$ cat config.mk
export PLATFORM = sky130hd
export DESIGN_NAME = fft_stage_ctrl
export DESIGN_NICKNAME = d
export VERILOG_FILES = /design/src/rtl/fft_stage_ctrl.sv
export SDC_FILE = /design/constraint.sdc
export NUM_CORES = 1
export LEC_CHECK = 0
export CORE_MARGIN = 3
export CORE_UTILIZATION = 50
export CTS_BUF_LIST = sky130_fd_sc_hd__clkbuf_4
export DETAILED_ROUTE_END_ITERATION = 6
export GPL_TIMING_DRIVEN = 0
export PLACE_DENSITY = 0.77
export SYNTH_ARGS = -nofsm -noshare
export SYNTH_HDL_FRONTEND = slang
export SYNTH_SLANG_ARGS = --single-unit
export TNS_END_PERCENT = 20
$ cat constraint.sdc
create_clock -name clk -period 1.73 [get_ports clk]
set_input_delay 0.4325 -clock clk [delete_from_list [all_inputs] [get_ports clk]]
set_output_delay 0.4325 -clock clk [all_outputs]
set_load 0.01 [all_outputs]
$ cat src/rtl/fft_stage_ctrl.sv
// rtl/fft_stage_ctrl.sv - per-stage address/mux sequencer for the 32-point memory-based FFT
//
// Runs one FFT stage at a time across 4 banks x 2^ADDRSIZE words: generates
// bank read addresses, write addresses delayed by the read + PE latency, the
// bank/PE mux selects and the write strobe, then raises stage_done until the
// top-level FSM drops en_stage.
//
// Ports:
//   clk          rising-edge clock
//   rst_n        asynchronous active-low reset
//   ld_data      RAM load in progress; aborts any stage, forces load mode
//   en_stage     start / hold request from the top-level FSM
//   stage_num    stage to run, latched at start (>= NUMSTAGES is invalid)
//   m0_s         bank input select (0 = external data, 1 = PE results)
//   m1_s         PE input permutation select
//   m2_s         write-back select (1 = straight, 0 = halves swapped)
//   m3_s         write strobe, high exactly when w_addr_* are valid
//   r_addr_0_1   read address, banks 0/1
//   r_addr_2_3   read address, banks 2/3
//   w_addr_0_1   write address, banks 0/1
//   w_addr_2_3   write address, banks 2/3
//   stage_done   stage complete, held until en_stage falls

module fft_stage_ctrl #(
  parameter int NUMSTAGES = 5,
  parameter int ADDRSIZE  = 3
) (
  input  logic                clk,
  input  logic                rst_n,
  input  logic                ld_data,
  input  logic                en_stage,
  input  logic [2:0]          stage_num,
  output logic                m0_s,
  output logic [1:0]          m1_s,
  output logic                m2_s,
  output logic                m3_s,
  output logic [ADDRSIZE-1:0] r_addr_0_1,
  output logic [ADDRSIZE-1:0] r_addr_2_3,
  output logic [ADDRSIZE-1:0] w_addr_0_1,
  output logic [ADDRSIZE-1:0] w_addr_2_3,
  output logic                stage_done
);

  typedef enum logic [1:0] {IDLE, RUN, DRAIN, FINISH} state_t;

  localparam logic [ADDRSIZE-1:0] ADDR_ONE = {{(ADDRSIZE-1){1'b0}}, 1'b1};

  state_t              state_q;
  logic [ADDRSIZE-1:0] k_q, k_d;
  logic [ADDRSIZE-1:0] mask_q;
  logic                drain_q;
  // Middle stage of the write pipeline: the read address one cycle later,
  // lined up with the RAM output feeding the PE.
  logic [ADDRSIZE-1:0] p01_q, p23_q;
  logic                pv_q;
  logic [1:0]          m1_q;
  logic                m2_q, m3_q, done_q;
  logic [ADDRSIZE-1:0] r01_q, r23_q, w01_q, w23_q;

  // Partner-bank XOR mask: 0 for the first two stages, then the butterfly
  // span halves each stage (4, 2, 1 for the 8-word banks).
  function automatic logic [ADDRSIZE-1:0] mask_f(input logic [2:0] s);
    logic [ADDRSIZE-1:0] m;
    m = '0;
    if (s >= 3'd2) m = ADDR_ONE << (ADDRSIZE + 1 - int'(s));
    return m;
  endfunction

  assign k_d = k_q + ADDR_ONE;

  always_ff @(posedge clk or negedge rst_n) begin
    if (!rst_n) begin
      state_q <= IDLE;
      k_q     <= '0;
      mask_q  <= '0;
      drain_q <= 1'b0;
      p01_q   <= '0;
      p23_q   <= '0;
      pv_q    <= 1'b0;
      m1_q    <= 2'b00;
      m2_q    <= 1'b0;
      m3_q    <= 1'b0;
      done_q  <= 1'b0;
      r01_q   <= '0;
      r23_q   <= '0;
      w01_q   <= '0;
      w23_q   <= '0;
    end else if (ld_data) begin
      // Load mode: drop everything in flight, addresses keep their values.
      state_q <= IDLE;
      k_q     <= '0;
      drain_q <= 1'b0;
      pv_q    <= 1'b0;
      m3_q    <= 1'b0;
      done_q  <= 1'b0;
    end else begin
      // Write pipeline: read address -> p stage -> write address.
      pv_q  <= (state_q == RUN);
      p01_q <= r01_q;
      p23_q <= r23_q;
      m3_q  <= pv_q;
      if (pv_q) begin
        w01_q <= p01_q;
        w23_q <= p23_q;
      end

      case (state_q)
        IDLE: begin
          if (en_stage) begin
            if (int'(stage_num) >= NUMSTAGES) begin
              state_q <= FINISH;
              done_q  <= 1'b1;
            end else begin
              state_q <= RUN;
              k_q     <= '0;
              mask_q  <= mask_f(stage_num);
              r01_q   <= '0;
              r23_q   <= mask_f(stage_num);
              case (stage_num)
                3'd0:    begin m1_q <= 2'b10; m2_q <= 1'b1; end
                3'd1:    begin m1_q <= 2'b00; m2_q <= 1'b1; end
                default: begin m1_q <= 2'b01; m2_q <= 1'b0; end
              endcase
            end
          end
        end
        RUN: begin
          if (k_q == '1) begin
            state_q <= DRAIN;
            drain_q <= 1'b0;
          end else begin
            k_q   <= k_d;
            r01_q <= k_d;
            r23_q <= k_d ^ mask_q;
          end
        end
        DRAIN: begin
          if (drain_q) begin
            state_q <= FINISH;
            done_q  <= 1'b1;
          end else begin
            drain_q <= 1'b1;
          end
        end
        FINISH: begin
          if (!en_stage) begin
            state_q <= IDLE;
            done_q  <= 1'b0;
          end
        end
        default: state_q <= IDLE;
      endcase
    end
  end

  // Load must steer external data into the banks without waiting for a clock.
  assign m0_s       = (state_q != IDLE) && !ld_data;
  assign m1_s       = m1_q;
  assign m2_s       = m2_q;
  assign m3_s       = m3_q;
  assign r_addr_0_1 = r01_q;
  assign r_addr_2_3 = r23_q;
  assign w_addr_0_1 = w01_q;
  assign w_addr_2_3 = w23_q;
  assign stage_done = done_q;

endmodule

==> impl_metrics.yaml <==
floorplan:
  die_h_um: 63.8
  die-area_mm2: 0.00408
  ios: 25
  die_w_um: 63.8
  core_area_mm2: 0.00313
  std_cell_rows: 20
  start_util_pct: 53.5
setup_path:
  cp-start-kind: "register"
  cp_cell_sequence: "inv_2, ha_4, nor2_4, buf_6"
  cpMaxStageDelayCell: "dfrtp_1"
  path_class: "register to output port"
  critPathArrivalTime_ns: 1.27
  critical_path.max_stage_delay_ns: 0.41
  required_ns: 1.30
  worstPathMaxFanout: 8
  end_kind: "output port"
placed_design:
  numPortBuffers: 21
  dp_hpwl_mm: 2.23
  post_dp_cell_area_mm2: 0.00196
  place_inst: 204
  place_congestion: 0.821
synth:
  synth_top_area_share_pct: 49.4
  synthCells: 139
  yosysSeqAreaShare_pct: 49.4
  ys_async_sr_fraction_pct: 100
  synthTopCellsByArea: "dfrtp_1 49%, mux2_2 13%, ha_1 6.7%"
  synth-main-ff-cell: "dfrtp_1"
  avgSynthCellArea_um2: 12.0
  netlist_area_mm2: 0.00167
  syn-num-nets: 155
  synth_warnings: 0
  synthDistinctLibCells: 37
  synth-edff-count: 0
  synth_top_area_cell: "dfrtp_1"
  ys_seq_elements: 33
global_route:
  grt_pass1_wl_mm: 5.69
  overflow: 0
  grt_use_total_pct: 18.1
  antenna_found_initial: 0
  grt_max_degree: 34
  grt_pass1_vias: 1195
finish:
  syn2layout_area_growth_pct: 31.1
  final_cell_mix: "33 x dfrtp_1, 19 x mux2_2, 13 x buf_4"
  stdcell_count: 224
  design_area_mm2: 0.00219
  drive_gt1_share_pct: 38.3
  antenna_cells: 0
  final_common_cell: "dfrtp_1"
  fin_util_pct: 70.1
  layout.nets: 195
clocking:
  clockBufferDepth: 2
  cts.sinks: 33
  root_buffer: "clkbuf_4"
  cts_tree: "built"
  cts_buffers: 5
  htree_levels: 2
  clk_latency_ns: 0.34
  clk_pin_slew_ns: 0.10
timing:
  hold_slack_ns: 0.134
  finalSetupViolations: 0
  min_period_ns: 1.70
  clock_skew_ns: 0.00515
  slew_headroom_pct: 52.4
  drv_slew: 0
  rsz0062_at_grt: "yes"
  fin_crit_sh_pct: 98.2
  fmax_ghz: 0.588
  tightest_slew_ns: 0.714
  hold_viol_final: 0
drt:
  drt_wl_total_mm: 3.31
  wire_per_inst_um: 14.8
  avgViaCountPerCell: 5.38
  drtIter0Drc: 43
  num_vias: 1206
  dr.pass1.iters: 4
  drc: 0
  ant_nets: 0
power:
  powerDensity_mw_per_mm2: 1280
  p_total_mw: 2.81
  p_leak_nw: 1.15
  peakVddDrop_uv: 776
outcome:
  status: "complete, no violations"
job:
  maxCapViolCount: 0
hold_path:
  hold_class: "input pin to asynchronous set/reset pin"
[logic make-up after synthesis]
logic type	count (synthesis)	share of synthesized area (%)
simple gates	36	12.2
flops	33	49.4
mux	24	15.8
compound gates	19	9.35
buf+inv	14	4.49
fa+ha+maj	9	6.73
xor+xnor	4	2.09
[critical path, delay by kind of cell (launching register included)]
kind                       cells  cell delay, ns
adders and majority gates      1            0.23
buffers and inverters          2            0.25
DFF                            1            0.41
and+or+nand+nor                1            0.04
[repair_timing]
action                     in CTS  in global routing
gates resized for setup        15                 16
setup endpoints to repair      13                 20
pin swaps                       1                  3
hold buffers                    0                  0
setup buffers                   8                  5
[power breakdown]
part | leakage (nW) | internal [mW] | switching (mW)
Combinational | 0.676 | 0.733 | 0.577
Sequential | 0.443 | 0.966 | 0.114
Clock | 0.0310 | 0.153 | 0.271
[through the flow]
step | setup TNS [ns] | setup WS, ns
floorplan | 0 | 0.0176
detailed placement | -7.12 | -0.589
finish | 0 | 0.0306
global placement | -19.73 | -0.556
CTS | 0 | 0.00212
global route | -0.181 | -0.0434
[layout make-up]
type | count | area (um^2)
fill | 238 | 935
multi-input combinational | 92 | 841
sequential | 33 | 826
timing repair buffer | 34 | 338
tap | 44 | 55.1
buffer | 6 | 52.6
clock buffer | 5 | 37.5
inverter | 7 | 26.3
clock inverter | 3 | 17.5
[per-layer routing]
layer  part of all wire, %  vias to the layer above  GRT usage (%)
li1                      -                      568              -
met1                    41                      610           21.5
met2                    54                       22           30.3
met3                   3.9                        6           5.10
met4                   1.4                        0           8.36
met5                     0                        -              0
[sequential cells by signal (all words and copies together), names as in the netlist]
signal      cells
k_q             3
mask_q          3
p01_q           3
p23_q           3
r_addr_0_1      3
r_addr_2_3      3
w_addr_0_1      3
w_addr_2_3      3
m1_s            2
state_q         2
drain_q         1
m2_s            1
m3_s            1
pv_q            1
stage_done      1
[cell usage after synthesis (3+ instances only)]
library cell	n
inv_1	7
mux2i_1	5
ha_1	9
buf_2	3
nor2_1	10
nand2_1	9
a211oi_1	3
o21ai_0	5
mux2_2	19
dfrtp_1	33
[worst paths after layout]
path / start / endpoint / slack [ns] / depth (start not counted)
worst min-delay path: rst_n / state_q[1]$_DFFE_PN0P_ / 0.13 / 1
worst max register to register: state_q[1]$_DFFE_PN0P_ / r_addr_2_3[2]$_DFFE_PN0P_ / 0.03 / 7
worst max-delay path: state_q[1]$_DFFE_PN0P_ / m0_s / 0.03 / 4
worst min register to register: p23_q[0]$_DFFE_PN0N_ / p23_q[0]$_DFFE_PN0N_ / 0.51 / 1
max in group asynchronous: rst_n / p23_q[0]$_DFFE_PN0N_ / 1.13 / 1
min in group clk: stage_num[1] / m2_s$_DFFE_PN0P_ / 0.40 / 2
No activity file was read; power rests on OpenSTA's default activity.
